### src/rtl/lfsr_pkg.sv
// Shared types and default constants for the dual-mode LFSR.
// The optional zero-state guard in the top is selected with LFSR_ZERO_GUARD_EN.
package lfsr_pkg;

  typedef enum logic {
    LFSR_FIB = 1'b0,
    LFSR_GAL = 1'b1
  } lfsr_mode_e;

  localparam int         LFSR_WIDTH    = 4;
  // Both masks describe x^4 + x^3 + 1, which is maximal length (period 15).
  localparam logic [3:0] LFSR_FIB_TAPS = 4'b1100;
  localparam logic [3:0] LFSR_GAL_MASK = 4'b1100;

  // Value substituted for the all-zero lock-up state when the guard is built in.
  localparam int         ZERO_SUB      = 1;

endpackage : lfsr_pkg

### src/rtl/lfsr_next.sv
// Combinational next-state function for the LFSR.
// Fibonacci: shift left, and the XOR of the tapped bits enters at bit 0.
// Galois: shift right, and bit 0 toggles the masked positions.
module lfsr_next
  import lfsr_pkg::*;
#(
  parameter int               WIDTH    = LFSR_WIDTH,
  parameter logic [WIDTH-1:0] FIB_TAPS = LFSR_FIB_TAPS,
  parameter logic [WIDTH-1:0] GAL_MASK = LFSR_GAL_MASK
) (
  input  logic [WIDTH-1:0] state_i,
  input  logic             sel_i,
  output logic [WIDTH-1:0] next_o
);

  lfsr_mode_e       mode;
  logic             fib_fb;
  logic [WIDTH-1:0] fib_next;
  logic [WIDTH-1:0] gal_next;

  assign mode = lfsr_mode_e'(sel_i);

  // Fibonacci step: external XOR of tapped bits shifted in at the LSB.
  always_comb begin
    fib_fb   = ^(state_i & FIB_TAPS);
    fib_next = {state_i[WIDTH-2:0], fib_fb};
  end

  // Galois step: the bit shifted out decides whether the mask toggles the register.
  always_comb begin
    gal_next = {1'b0, state_i[WIDTH-1:1]};
    if (state_i[0]) begin
      gal_next = gal_next ^ GAL_MASK;
    end
  end

  // Mode select; sel is applied combinationally so a change takes effect on the next edge.
  always_comb begin
    next_o = fib_next;
    case (mode)
      LFSR_FIB: next_o = fib_next;
      LFSR_GAL: next_o = gal_next;
      default:  next_o = fib_next;
    endcase
  end

endmodule : lfsr_next

### src/rtl/lfsr.sv
// Dual-mode (Fibonacci / Galois) pseudorandom generator.
// The seed is captured on the first clock edge after reset release; every later
// edge advances one step in the mode chosen by sel. Defining LFSR_ZERO_GUARD_EN
// replaces the all-zero lock-up state (and a zero seed) with 0...01.
module lfsr
  import lfsr_pkg::*;
#(
  parameter int               WIDTH    = LFSR_WIDTH,
  parameter logic [WIDTH-1:0] FIB_TAPS = LFSR_FIB_TAPS,
  parameter logic [WIDTH-1:0] GAL_MASK = LFSR_GAL_MASK
) (
  input  logic             clk,
  input  logic             rst,
  input  logic [WIDTH-1:0] seed,
  input  logic             sel,
  output logic [WIDTH-1:0] state
);

  logic [WIDTH-1:0] state_q;
  logic [WIDTH-1:0] state_d;
  logic             load_pend_q;
  logic             load_pend_d;
  logic [WIDTH-1:0] step_next;

  lfsr_next #(
    .WIDTH    (WIDTH),
    .FIB_TAPS (FIB_TAPS),
    .GAL_MASK (GAL_MASK)
  ) u_next (
    .state_i (state_q),
    .sel_i   (sel),
    .next_o  (step_next)
  );

`ifdef LFSR_ZERO_GUARD_EN
  localparam logic [WIDTH-1:0] ZERO_VAL = WIDTH'(ZERO_SUB);

  // Load the seed once, then step; any zero value is replaced so the register never locks up.
  always_comb begin
    state_d     = state_q;
    load_pend_d = load_pend_q;
    if (load_pend_q) begin
      load_pend_d = 1'b0;
      state_d     = (seed == '0) ? ZERO_VAL : seed;
    end else if (state_q == '0) begin
      state_d = ZERO_VAL;
    end else begin
      state_d = step_next;
    end
  end
`else
  // Load the seed once, then step; a zero seed stays zero because zero maps to zero in both modes.
  always_comb begin
    state_d     = state_q;
    load_pend_d = load_pend_q;
    if (load_pend_q) begin
      load_pend_d = 1'b0;
      state_d     = seed;
    end else begin
      state_d = step_next;
    end
  end
`endif

  // State and pending-load registers; reset clears the state and re-arms the seed load.
  always_ff @(posedge clk or negedge rst) begin
    if (!rst) begin
      state_q     <= '0;
      load_pend_q <= 1'b1;
    end else begin
      state_q     <= state_d;
      load_pend_q <= load_pend_d;
    end
  end

  assign state = state_q;

endmodule : lfsr

### config.mk
export PLATFORM = sky130hd
export DESIGN_NAME = lfsr
export DESIGN_NICKNAME = d
export VERILOG_FILES = /design/src/rtl/lfsr_pkg.sv /design/src/rtl/lfsr_next.sv /design/src/rtl/lfsr.sv
export SDC_FILE = /design/constraint.sdc
export NUM_CORES = 1
export LEC_CHECK = 0
export CORE_AREA = 2 2 39 41
export DETAILED_ROUTE_END_ITERATION = 10
export DIE_AREA = 0 0 41 43
export SLEW_MARGIN = 5
export SYNTH_ARGS = -nofsm -noshare
export SYNTH_HDL_FRONTEND = slang
export SYNTH_SLANG_ARGS = --single-unit
### constraint.sdc
create_clock -name clk -period 1.73 [get_ports clk]
set_input_delay 0.2595 -clock clk [delete_from_list [all_inputs] [get_ports clk]]
set_output_delay 0.2595 -clock clk [all_outputs]
set_load 0.05 [all_outputs]
After elaboration in Yosys (flattened, before gate mapping) --
Cells that the tools add are included.
Storage, ports and cells: flip-flop bits (word level) 5, input bits 7, output and inout port bits 4, word-level logic and storage cells 8
Operators by class: multiplexer cells 3, bitwise gates (word level) 2, reduce and logical (&&, ||, !) cells 1
Operator list (number):
- 4-bit two-way mux | 2
- 4-bit one-hot mux with 2 select lines | 1
- 4-bit parity | 1
- 1-bit inverter with 2-bit output | 1
- 1-bit inverter | 1

Longest topological paths before layout --
depth after elaboration 4, depth in mapped cells 2, depth with buffers taken out 2

By module --
Synthesis repeated with hierarchy kept, for this count alone.
Unflattened totals: cells, all modules 18, area, all modules 232.7 um^2
By module, submodules not included:
- lfsr | instances 1, cells an instance 10, area each 175.2 um^2, sequential area each 126.4 um^2
- lfsr_next | instances 1, cells an instance 8, area each 57.6 um^2, sequential area each 0.0 um^2

Least setup slack after synthesis --
Ideal clock, no wire load.
path kind register to register, start register state_q[0] (netlist: state[0]), end register state_q[2] (netlist: state[2]), setup time 0.126 ns, arrival 1.121 ns, data required time 1.604 ns, setup slack 0.483 ns, stages on the path, launching flop included 3, buffers on the path 0, period minus slack after synthesis 1.247 ns, cell sequence dfrtp_1 xor2_1 a221o_1
On the way: cells in the longest elaborated chain, start to end 3
Ends and longest elaborated chain:
- start: declaration | RTL line lfsr.sv:19 | logic [WIDTH-1:0] state_q;
- start signal: assignment | RTL line lfsr.sv:71 | state_q <= state_d;
- 4-bit two-way mux | RTL line lfsr_next.sv:32 | if (state_i[0]) begin
- 4-bit one-hot mux with 2 select lines | RTL line lfsr_next.sv:40 | case (mode)
- 4-bit two-way mux | RTL line lfsr.sv:56 | if (load_pend_q) begin
- named net state_d[2] | RTL line lfsr.sv:20 | logic [WIDTH-1:0] state_d;
The timed path passes the listed nets, and every way through them passes these cells.

Worst setup path in the final report --
start register state_q[2] (netlist: state[2]), end output port state[2]
RTL lines:
- end: declaration | RTL line lfsr.sv:16 | output logic [WIDTH-1:0] state
No word-level cell between the ends.

==> impl_summary.md <==
Status
The flow ran to the end, and the final reports show no timing, DRC or antenna violations.

Clock network
After clock tree synthesis, the clock-pin slew on the worst setup and hold paths is 0.04 ns. Post-CTS repair changed the size of 0 cells. The longest clock path from root to sink contains 2 buffers. The H-tree level count is 1.

The clock tree root buffer cell is clkbuf_4. TritonCTS built the clock tree. Buffers inserted during clock tree synthesis total 3.

Clock latency on the worst-skew pair, taken at its later pin, is 0.24 ns. CTS saw 5 sinks. The number of hold-repair buffers added at the cts stage is 0. The post-CTS setup buffer count is 0.

Finish
The area growth from synthesis to layout is 57.7%. Measured on the finished design, the core utilization comes to 0.269. The count of inserted antenna diode cells is 0. In the final layout, the share of cells above drive strength 1 is 0.286. The final net count is 43. The post-layout instance area is 373 um^2.

Route
For this run, the detailed router's first-pass iteration total came to 1. The detail route stage leaves a number of antenna-violating nets equal to 0. The average detailed-routed wire length per instance is 9.90 um. The routed design has 505 um of wire. The routed layout has 197 vias. The number of vias per cell is 3.86.

The number of DRC markers in iteration 0 is 0. After detailed routing, the number of remaining DRC violations is 0.

Worst setup path
The worst endpoint data arrival time is 0.88 ns. The maximum fanout along the worst path is 4. The kind of critical path is register to output port. The worst register-to-register path begins at load_pend_q.

Among all stages on the critical path, the largest delay is contributed by dfrtp_1. The critical path goes through buf_4. The worst reg-to-reg setup slack is 0.63 ns. In this run the number of cells on the critical path is 1.

Counting both buffers and inverters, the worst setup path holds a total of 1. The peak per-stage delay on the critical path is 0.41 ns. The endpoint of the worst-slack reg-to-reg timing path is state[2]. Data on the critical path is required at its endpoint by 1.47 ns. For the worst flop-to-flop path, the logic depth is 2. The kind of cell with the highest combined delay on the critical path is flip-flops. The type of destination of the critical path is an output port. STA classifies the critical path startpoint as a register. The first element of the critical path is state[2].

Timing
The hold violation count in the final report is 0. The aggregate negative setup slack is 0 ns. The final-report setup violation count is 0. The max-slew violation count was 0.

Subtracting the final worst setup slack from the clock period gives 1.14 ns. The final worst clock skew is 0.00369 ns. Setup repair after global routing left no endpoint under its margin. Based on the critical path, the design can be clocked at up to 0.878 GHz. The post-route clock period utilization is 0.658.

Logic synthesis
The xor and xnor fraction of the mapped netlist area is 0.0741. The proportion of synthesized area in mux cells is 0.0847. Yosys mapped a number of flops with a built-in enable equal to 0. Summed over all instances, the cell type with the most area after synthesis is dfrtp_1.

After synthesis, the largest family of logic cells by area is simple AND/OR/NAND/NOR gates. By area the synthesized netlist is led by dfrtp_1 42%, dfstp_2 11%, mux2i_1 8.5%, nor2b_1 5.3%, a221o_1 4.2%. The average footprint of a synthesized cell is 11.3 um^2. Of the total synthesized cell area, the portion taken by full adders, half adders and majority gates is 0. In the post-synthesis netlist, the cell with the most instances is dfrtp_1. The number of distinct standard cells referenced by the synthesized netlist is 14.

Of the post-synthesis cell area, the dominant cell type holds 0.423. Counting instances in the post-synthesis netlist gives the leading cell types as 4 x dfrtp_1, 2 x mux2i_1, 2 x nand2_1, 2 x nor2b_1, 2 x o21ai_0. The synthesized instance count is 21.

The async set-or-reset flop fraction in the synthesized netlist is 1.00. The share of the yosys chip area belonging to registers is 0.534. The simple-gate share of the synthesized area is 0.175.

The synthesized design contains 5 register bits. Yosys printed 0 warnings. The post-synthesis compound-gate area fraction is 0.116. The most frequently used flop master after synthesis is dfrtp_1.

The mapped netlist covers 236 um^2. Counting every net in the synthesized netlist gives 28.

Worst hold path
The path class of the lowest-slack min-delay path is input pin to asynchronous set/reset pin.

Pwr
The total power divided by cell area is 1030 nW/um^2. After layout, the design draws a total of 384 uW. The leakage component of the power is 0.159 nW. The largest vdd supply drop is 515 uV.

Floorplan
The total area inside the core boundary comes to 1380 um^2. The starting density of the core is 0.171. The x dimension of the die is 41 um. The initialized floorplan defines 14 standard-cell rows. 11 I/O pins were placed. The floorplan step set the die height to 43 um. The die covers 1760 um^2.

Placed design
The detailed placer's ending HPWL is 403 um. The count of input and output buffers is 10. At the end of routability-driven placement, the weighted congestion stood at 0.680. The placed instances occupy a cell area of 347 um^2.

Global route
The via count of the first global-routing pass is 210. The number of antenna violations at the first check in global routing came to 0. The remaining global-route overflow is 0.

The largest net degree at the start of global routing is 10. The first global-routing pass estimated 821 um of wire. The global-route usage over all layers is 0.0777.

Job
The max capacitance violation total is 0.
-- where the power goes --
group | switching (mW) | total [mW] | internal, mW
clock network | 0.0433 | 0.130 | 0.0869
registers | 0.0161 | 0.147 | 0.131
logic | 0.0623 | 0.106 | 0.0438
-- how the worst max path moves through the flow --
stage	to	slack [ns]
after global routing	state[2]	0.55
after global placement	state[2]	0.36
final	state[2]	0.59
after floorplan	state[2]	0.48
after detailed placement	state[2]	0.35
after CTS	state[2]	0.58
-- layout by cell type (no fill, tap or decap) --
cell type and instances:
a211oi_1 1, a221o_1 1, and2_2 1, buf_4 4, clkbuf_1 1, clkbuf_4 3
clkdlybuf4s50_1 6, conb_1 1, dfrtp_1 4, dfstp_2 1, mux2i_1 2, nand2_1 2
nor2_2 1, nor2b_1 2, nor3b_1 1, o21ai_0 2, xnor2_1 1, xor2_1 1
-- state kept, by name (all words and copies together) (netlist names) --
name,cells
state,4
load_pend_q,1
-- final cells by class --
class / instances / area, um^2
timing repair buffer: 10 / 90.1
sequential: 5 / 126
tap: 16 / 20.0
multi-input combinational: 16 / 110
fill: 139 / 1010
clock buffer: 4 / 26.3
-- routing by layer --
metal / part of all wire / vias to the layer above / global-route usage
met1: 0.42 / 90 / 0.0752
met2: 0.43 / 9 / 0.0969
li1: - / 98 / -
met5: 0 / - / 0
met3: 0.15 / 0 / 0.105
met4: 0 / 0 / 0.0200
-- logic make-up (layout without fill, tap and decap cells) --
family          Yosys count  after routing
simple gates              7              7
flops                     5              5
compound gates            4              4
xor+xnor                  2              2
mux                       2              2
other cells               1              1
buf+inv                   0             14
-- per-stage QoR --
stage	std cells	setup WS [ns]	hold WS, ns
floorplan	21	0.483	-0.0361
global placement	47	0.360	0.501
detailed placement	47	0.347	0.498
CTS	51	0.579	0.239
global route	51	0.546	0.246
finish	51	0.591	0.241
No activity file was read; power rests on OpenSTA's default activity.
